[config.mk]
export PLATFORM = sky130hd
export DESIGN_NAME = imem_boot_loader
export DESIGN_NICKNAME = d
export VERILOG_FILES = /design/src/rtl/imem_boot_loader.sv
export SDC_FILE = /design/constraint.sdc
export NUM_CORES = 1
export LEC_CHECK = 0
export BUFFER_PORTS_ARGS = -buffer_cell sky130_fd_sc_hd__buf_2
export CAP_MARGIN = 20
export CORE_MARGIN = 3
export CORE_UTILIZATION = 25
export DETAILED_ROUTE_END_ITERATION = 12
export PLACE_DENSITY = 0.43
export REMOVE_ABC_BUFFERS = 1
export SLEW_MARGIN = 20
export SYNTH_ARGS = -nofsm -noshare
export SYNTH_HDL_FRONTEND = slang
export SYNTH_SLANG_ARGS = --single-unit
[constraint.sdc]
create_clock -name clk -period 5.3 [get_ports clk]
set_input_delay 1.06 -clock clk [delete_from_list [all_inputs] [get_ports clk]]
set_output_delay 1.06 -clock clk [all_outputs]
set_load 0.03 [all_outputs]
[src/rtl/imem_boot_loader.sv]
// imem_boot_loader: after every reset, fills imem with NOP words, then loads a header-framed
//   little-endian word image from a valid/ready byte stream and releases the core from reset.
// Latency: one imem write per fill cycle; each image word is written on the edge that accepts
//   its 4th byte; load_done/core_rst_n rise on the edge after FIN is entered.
// Backpressure: in_ready is low during fill, after the last expected byte, in DONE and in ERROR;
//   the loader never throttles while an image is in flight.
// Optional feature macro CHECKSUM_EN: a trailing byte holding the XOR of all data bytes is
//   expected after the data (or directly after a zero-length header) and verified.
module imem_boot_loader #(
  parameter int          DEPTH    = 64,
  parameter int          AW       = $clog2(DEPTH),
  parameter logic [31:0] NOP_WORD = 32'h00000013
) (
  input  logic          clk,
  input  logic          rst,
  input  logic          in_valid,
  input  logic [7:0]    in_data,
  output logic          in_ready,
  output logic          imem_we,
  output logic [AW-1:0] imem_addr,
  output logic [31:0]   imem_wdata,
  output logic          core_rst_n,
  output logic          load_done,
  output logic          load_error,
  output logic [AW:0]   words_loaded
);

  typedef enum logic [2:0] {
    S_FILL,
    S_HDR_LO,
    S_HDR_HI,
    S_DATA,
`ifdef CHECKSUM_EN
    S_CSUM,
`endif
    S_FIN,
    S_DONE,
    S_ERROR
  } state_t;

  localparam logic [AW-1:0] FILL_LAST = AW'(DEPTH - 1);
  localparam logic [AW-1:0] FILL_STEP = AW'(1);
  localparam logic [AW:0]   WORD_STEP = (AW + 1)'(1);

  state_t        r_state;
  logic [AW-1:0] r_fill_cnt;   // next NOP fill address
  logic [7:0]    r_n_lo;       // low byte of the word count, held until the high byte arrives
  logic [AW:0]   r_n;          // validated word count of the image
  logic [23:0]   r_asm;        // first three bytes of the word being assembled, byte 0 lowest
  logic [1:0]    r_byte_idx;   // byte position within the current word
`ifdef CHECKSUM_EN
  logic [7:0]    r_csum;       // running XOR of data bytes
`endif

  logic          w_accept;
  logic [15:0]   w_hdr_n;
  logic          w_hdr_too_big;
  logic          w_hdr_zero;
  logic [31:0]   w_word;
  logic          w_word_done;
  logic          w_last_word;
`ifdef CHECKSUM_EN
  logic          w_csum_ok;
`endif

  // Decode of the byte presented this cycle against the current framing context
  always_comb begin
    w_accept      = in_valid & in_ready;
    w_hdr_n       = {in_data, r_n_lo};
    w_hdr_too_big = (w_hdr_n > 16'(DEPTH));
    w_hdr_zero    = (w_hdr_n == 16'd0);
    w_word        = {in_data, r_asm};
    w_word_done   = (r_byte_idx == 2'd3);
    w_last_word   = ((words_loaded + WORD_STEP) == r_n);
`ifdef CHECKSUM_EN
    w_csum_ok     = (in_data == r_csum);
`endif
  end

  // Loader FSM: fill, header, data, optional checksum, then terminal DONE/ERROR; all outputs registered
  always_ff @(posedge clk) begin
    if (!rst) begin
      r_state      <= S_FILL;
      r_fill_cnt   <= '0;
      r_n_lo       <= '0;
      r_n          <= '0;
      r_asm        <= '0;
      r_byte_idx   <= '0;
`ifdef CHECKSUM_EN
      r_csum       <= '0;
`endif
      in_ready     <= 1'b0;
      imem_we      <= 1'b0;
      imem_addr    <= '0;
      imem_wdata   <= '0;
      core_rst_n   <= 1'b0;
      load_done    <= 1'b0;
      load_error   <= 1'b0;
      words_loaded <= '0;
    end else begin
      // imem_we is a one-cycle strobe unless a state below raises it
      imem_we <= 1'b0;

      case (r_state)
        S_FILL: begin
          imem_we    <= 1'b1;
          imem_addr  <= r_fill_cnt;
          imem_wdata <= NOP_WORD;
          r_fill_cnt <= r_fill_cnt + FILL_STEP;
          if (r_fill_cnt == FILL_LAST) begin
            r_state <= S_HDR_LO;
          end
        end

        S_HDR_LO: begin
          in_ready <= 1'b1;
          if (w_accept) begin
            r_n_lo  <= in_data;
            r_state <= S_HDR_HI;
          end
        end

        S_HDR_HI: begin
          if (w_accept) begin
            if (w_hdr_too_big) begin
              // Oversized image: refuse it before any data word can be written
              in_ready   <= 1'b0;
              load_error <= 1'b1;
              r_state    <= S_ERROR;
            end else if (w_hdr_zero) begin
              r_n <= '0;
`ifdef CHECKSUM_EN
              r_state <= S_CSUM;
`else
              in_ready <= 1'b0;
              r_state  <= S_FIN;
`endif
            end else begin
              r_n     <= w_hdr_n[AW:0];
              r_state <= S_DATA;
            end
          end
        end

        S_DATA: begin
          if (w_accept) begin
            r_asm      <= w_word[31:8];
            r_byte_idx <= r_byte_idx + 2'd1;
`ifdef CHECKSUM_EN
            r_csum     <= r_csum ^ in_data;
`endif
            if (w_word_done) begin
              imem_we      <= 1'b1;
              imem_addr    <= words_loaded[AW-1:0];
              imem_wdata   <= w_word;
              words_loaded <= words_loaded + WORD_STEP;
              if (w_last_word) begin
`ifdef CHECKSUM_EN
                r_state <= S_CSUM;
`else
                in_ready <= 1'b0;
                r_state  <= S_FIN;
`endif
              end
            end
          end
        end

`ifdef CHECKSUM_EN
        S_CSUM: begin
          if (w_accept) begin
            in_ready <= 1'b0;
            if (w_csum_ok) begin
              r_state <= S_FIN;
            end else begin
              load_error <= 1'b1;
              r_state    <= S_ERROR;
            end
          end
        end
`endif

        S_FIN: begin
          // The last imem write strobe is already retired here, so releasing the core is safe
          load_done  <= 1'b1;
          core_rst_n <= 1'b1;
          r_state    <= S_DONE;
        end

        S_DONE: begin
          in_ready <= 1'b0;
        end

        S_ERROR: begin
          in_ready   <= 1'b0;
          core_rst_n <= 1'b0;
          load_error <= 1'b1;
        end

        default: begin
          in_ready   <= 1'b0;
          load_error <= 1'b1;
          r_state    <= S_ERROR;
        end
      endcase
    end
  end

endmodule

After elaboration in Yosys (flattened, before gate mapping)
Cells that the tools add are included.
{"block": "totals", "reg_bits": 100, "in_bits": 11, "output_inout_bits": 50, "elab_cells": 85}
{"block": "op_classes", "n_addsub": 3, "n_lt_le_gt_ge": 1, "n_eq_ne": 17, "muxes": 30, "bitwise": 5, "reduce_logical": 15}
{"cell": "$mux 32", "n": 2}
{"cell": "$pmux 32 s2", "n": 1}
{"cell": "$mux 3", "n": 8}
{"cell": "$pmux 3 s6", "n": 1}
{"cell": "$gt 16x7->1 const B", "n": 1}
{"cell": "$logic_not 16->1", "n": 1}
{"cell": "$ne 2x2->1 const B", "n": 7}
{"cell": "$mux 6", "n": 2}
{"cell": "$pmux 6 s2", "n": 1}
{"cell": "$reduce_and 3->1", "n": 4}
{"cell": "$mux 1", "n": 10}
{"cell": "$eq 3x3->1 const B", "n": 3}
{"cell": "$add 7x1->7 const B", "n": 1}
{"cell": "$eq 7x7->1", "n": 1}
{"cell": "$mux 7", "n": 1}
{"cell": "$reduce_and 7->1", "n": 1}
{"cell": "$add 6x1->6 const B", "n": 1}
{"cell": "$eq 3x2->1 const B", "n": 2}
{"cell": "$eq 6x6->1 const B", "n": 1}
{"cell": "$pmux 1 s2", "n": 3}
{"cell": "$reduce_and 6->1", "n": 1}
{"cell": "$reduce_or 5->1", "n": 1}
{"cell": "$not 1->1", "n": 4}
{"cell": "$pmux 1 s4", "n": 1}
{"cell": "9 further kinds", "n": 12}

Depth between registers and ports, before layout
{"block": "depth", "word_depth": 6, "mapped_depth": 8, "ltp_nobuf": 7}

Worst setup path after synthesis
OpenSTA, ideal clock, no wires.
{"block": "synth_timing", "path_kind": "input port to flip-flop", "from": "in in_data[3]", "to": "reg r_state[0]", "setup_ns": 0.070, "arrival_ns": 2.322, "t_required_ns": 5.230, "slack_ns": 2.908, "path_stages": 6, "n_path_buf": 0, "path_cell_list": "nor4_1 nand3_1 or4_1 a21oi_2 nand3b_1 a21oi_1"}
{"block": "synth_between", "elab_chain_len": 5, "word_cells_on_any_way": 6, "classes_between": "1 x order compare; 4 x mux; 1 x reduce/logical"}
{"element": "from (decl)", "line_no": "17", "text": "input logic [7:0] in_data,"}
{"element": "parallel branches: the longest is 2 deep, another holds $gt 16x7->1"}
{"element": "$mux 3 (*)", "line_no": "125", "text": "if (w_hdr_too_big) begin"}
{"element": "$mux 3 (*)", "line_no": "124", "text": "if (w_accept) begin"}
{"element": "$pmux 3 s6 (*)", "line_no": "104", "text": "case (r_state)"}
{"element": "to (signal assigned)", "line_no": "111", "text": "r_state <= S_HDR_LO;"}
{"element": "to (signal assigned)", "line_no": "129", "text": "r_state <= S_ERROR;"}
{"element": "to (signal assigned)", "line_no": "136", "text": "r_state <= S_FIN;"}
{"element": "to (decl)", "line_no": "45", "text": "state_t r_state;"}
Every way passes the cells marked *. The select of a mux whose other input is x is not followed.
A chain may end at the register's enable or synchronous reset.

Worst setup path after layout
{"block": "layout_timing", "from": "reg r_state[0]", "to": "reg imem_addr[5]"}
{"block": "layout_between", "elab_chain_len": 3, "word_cells_on_any_way": 7, "classes_between": "3 x eq/ne; 1 x mux; 3 x reduce/logical"}
{"element": "from (signal assigned)", "line_no": "83", "text": "r_state <= S_FILL;"}
{"element": "from (signal assigned)", "line_no": "111"}
{"element": "from (signal assigned)", "line_no": "119", "text": "r_state <= S_HDR_HI;"}
{"element": "$eq 3x2->1 / $logic_not 3->1 (equally long branches)", "line_no": "104"}
{"element": "$ne 2x2->1 (no line) / $reduce_bool 2->1 (equally long branches)"}
{"element": "$reduce_and 3->1 (no line)"}
{"element": "to (signal assigned)", "line_no": "107", "text": "imem_addr <= r_fill_cnt;"}
{"element": "to (signal assigned)", "line_no": "154", "text": "imem_addr <= words_loaded[AW-1:0];"}
{"element": "to (decl)", "line_no": "20", "text": "output logic [AW-1:0] imem_addr,"}
Several ways; a longest one is shown, not always the timed one.

==> results_dict.tcl <==
set metrics [dict create \
    n_antenna_cell 0 \
    cts_buffers 9 \
    finalSetupTns_ns 0 \
    drtIter0Drc 293 \
    syn_avg_cell_area_um2 8.33 \
    p_comb_share_pct 2.6 \
    cts-resized-gates 0 \
    finalHoldViolations 0 \
    setup_viol 0 \
    pre_cts_slack_ns 2.17 \
    setup.worst_path.end_class "register" \
    cts-hold-fix-buffers 0 \
    slew_viol_final 0 \
    antenna_found_initial 0 \
    whs_ns 0.449 \
    p_clk_share_pct 44.7 \
    instances_no_fill 754 \
    ant_nets 0 \
    rows 46 \
    drv_cap 0 \
    critical-path-slowest-cell "dfxtp_1" \
    syn2layout_area_growth_pct 18.8 \
    ys_top_cells_by_area "dfxtp_1, nand2_1, a21oi_1, nand3_1, mux2i_1" \
    overflow 0 \
    portBuffers 60 \
    leakagePower_nw 1.78 \
    first_global_vias 3211 \
    cts_max_level 3 \
    synthCells 492 \
    worstReg2RegEnd "imem_addr[5]" \
    yosysUniqueCellTypes 51 \
    start_util_pct 25.7 \
    crit_path_start_kind "register" \
    min_to "load_error" \
    cp_slowest_stage_delay_ns 0.79 \
    rsz0062_at_grt "no" \
    irDropWorstVdd_uv 173 \
    worstRegToRegCells 8 \
    max_freq_mhz 348 \
    io_pins 61 \
    required_ns 5.56 \
    whs_path_depth 2 \
    grtUsageMet1_pct 16.4 \
    status "finished, final reports clean" \
    viasPerCell 4.68 \
    r2r_slack_ns 2.42 \
    post_cts_buffers 0 \
    die-area_mm2 0.0180 \
    dp.cells 738 \
    grt_max_degree 68 \
    power.density_mw_per_mm2 296 \
    vias 3528 \
    ys.warnings.count 0 \
    power_frac_seq_pct 52.6 \
    met3_usage_pct 2.36 \
    setup_ws_ns 2.42 \
    dr.pass1.iters 4 \
    synth_edf_count 0 \
    clk_pin_slew_worst_paths_ns 0.07 \
    hp-class "reg2reg" \
    relSlewSlack_pct 44.8 \
    final_cell_area_mm2 0.00487 \
    critPathKind "reg2reg" \
    grt_usage_pct 11.8 \
    crit_fanout 29 \
    hp-start "load_error" \
    place_hpwl_um 7040 \
    post-route-drc-count 0 \
    r2r_start "r_state[0]" \
    synth-async-reset-ratio_pct 0 \
    crit_chain "nand3_1 > nor2_2 > buf_4 > nand2_1 > buf_4 > nand2_1 > nor2_1 > a311oi_1" \
    intPower_mw 1.10 \
    grt_use_met2_pct 17.5 \
    routedWlPerCell_um 13.9 \
    placed_area_mm2 0.00458 \
    clk_latency_ns 0.35 \
    synth_seq_area_share_pct 48.9 \
    grt_pass1_wl_um 17200 \
    synth_top_area_share_pct 48.9 \
    fin_crit_ns 2.88 \
    cts_tree "done" \
    clock_path_buffers 2 \
    tightest_slew_ns 0.825 \
    gp_congestion 0.740 \
    synth_area_mm2 0.00410 \
    coreArea_mm2 0.0159 \
    ys.flop_type "dfxtp_1" \
    period_share_pct 54.3 \
    grt-busiest-layer "met2" \
    arrival_ns 3.13 \
    die_w_um 134 \
    clkSinkCount 100 \
    synth_largest_area_cell "dfxtp_1" \
    layout.nets 547 \
    fp.dieH_um 134 \
    fin_skew_ns 0.00718 \
    drt-total-wl_um 10500 \
    p_switching_mw 0.340 \
    root_buffer "clkbuf_16" \
    drive_gt1_share_pct 16.9 \
    ys_ff_latch 100 \
    p_sw_share_pct 23.6 \
]
==> kinds of logic (layout without fill, tap and decap cells) <==
kind of cell | Yosys count | in the layout | share of synthesized area [%]
muxes | 14 | 14 | 3.42
and+or+nand+nor | 208 | 208 | 23.3
xor gates and xnor gates | 18 | 18 | 4.21
AOI/OAI and AO/OA | 110 | 110 | 15.5
buffers and inverters | 39 | 85 | 3.79
adders and majority gates | 3 | 3 | 0.916
DFF | 100 | 100 | 48.9
==> layer usage <==
layer	part of all wire [%]	wire (um)
met5	0	0
met2	44	4590
met1	50	5300
met4	2.4	257
met3	3.6	376
==> cells in the final DEF (no fill, tap or decap), types with 2 or more instances in the layout <==
| cell type | netlist | layout |
|---|---|---|
| clkinv_4 | 0 | 2 |
| nor4_1 | 2 | 2 |
| a21oi_1 | 70 | 70 |
| ha_1 | 3 | 3 |
| o21ai_0 | 13 | 13 |
| inv_1 | 3 | 3 |
| nor2b_1 | 2 | 2 |
| buf_2 | 7 | 60 |
| mux2i_1 | 14 | 14 |
| or3_1 | 4 | 4 |
| nand3_1 | 40 | 40 |
| a211oi_1 | 5 | 5 |
| and2_1 | 2 | 2 |
| dfxtp_1 | 100 | 100 |
| nor3_1 | 6 | 6 |
| o31a_1 | 2 | 2 |
| nand2_1 | 99 | 99 |
| nand4_1 | 5 | 5 |
| a22oi_1 | 6 | 6 |
| clkbuf_16 | 0 | 9 |
| nor2_1 | 34 | 34 |
| xor2_1 | 8 | 8 |
| clkinv_2 | 0 | 2 |
| nand3b_1 | 2 | 2 |
| buf_4 | 0 | 5 |
| xnor2_1 | 9 | 9 |
==> metrics by stage <==
stage                     total power [mW]  util (%)
after floorplan                      0.796         -
after global placement               0.815      28.7
after detailed placement             0.816      28.7
after CTS                             1.46      30.5
after global routing                  1.50      30.5
final                                 1.44      30.5
==> cells in the mapped netlist, types with 2 or more instances <==
cell      number
dfxtp_1      100
buf_2          7
nor4_1         2
nor2b_1        2
nor3_1         6
ha_1           3
nor4b_1        2
nand2_1       99
mux2i_1       14
and2_1         2
xor2_1         8
a22oi_1        6
nand4_1        5
o31a_1         2
a211oi_1       5
xnor2_1        9
clkbuf_1      27
inv_1          3
nand3b_1       2
o21ai_0       13
nand3_1       40
nor2_1        34
a21oi_1       70
or3_1          4
==> how the worst max path moves through the flow <==
stage / start / endpoint
2_1_floorplan: in_valid / imem_addr[5]
3_3_place_gp: in_valid / imem_addr[5]
3_5_place_dp: in_valid / imem_addr[5]
4_1_cts: r_state[0] / imem_addr[5]
5_1_grt: r_state[0] / imem_addr[3]
6_report: r_state[0] / imem_addr[5]
==> state kept, by name, summed over array words and instances, names as in the netlist <==
| signal | cells |
|---|---|
| imem_wdata | 32 |
| imem_we | 1 |
| load_done | 1 |
| core_rst_n | 1 |
| r_n_lo | 8 |
| r_n | 7 |
| r_state | 3 |
| load_error | 1 |
| r_asm | 24 |
| imem_addr | 6 |
| in_ready | 1 |
| r_byte_idx | 2 |
| words_loaded | 7 |
| r_fill_cnt | 6 |
==> power by group through the flow <==
stage | sequential (mW) | clock (mW) | combinational, mW
floorplan | 0.782 | 0 | 0.0147
global placement | 0.777 | 0 | 0.0383
detailed placement | 0.777 | 0 | 0.0387
CTS | 0.759 | 0.663 | 0.0387
global route | 0.760 | 0.700 | 0.0415
finish | 0.759 | 0.645 | 0.0380
==> critical path, delay by kind of cell, from the launching register on <==
family          cells  cell delay, ns
buf+inv             2            0.61
simple gates        5            1.12
flops               1            0.79
compound gates      1            0.23
==> cell type report <==
type | instances | area (um2)
Clock buffer | 10 | 239
Clock inverter | 6 | 47.5
Fill cell | 1730 | 11100
Inverter | 4 | 17.5
Multi-Input combinational cell | 353 | 1960
Sequential cell | 100 | 2000
Tap cell | 216 | 270
Timing Repair Buffer | 65 | 338
(Power assumes the default switching activity.)
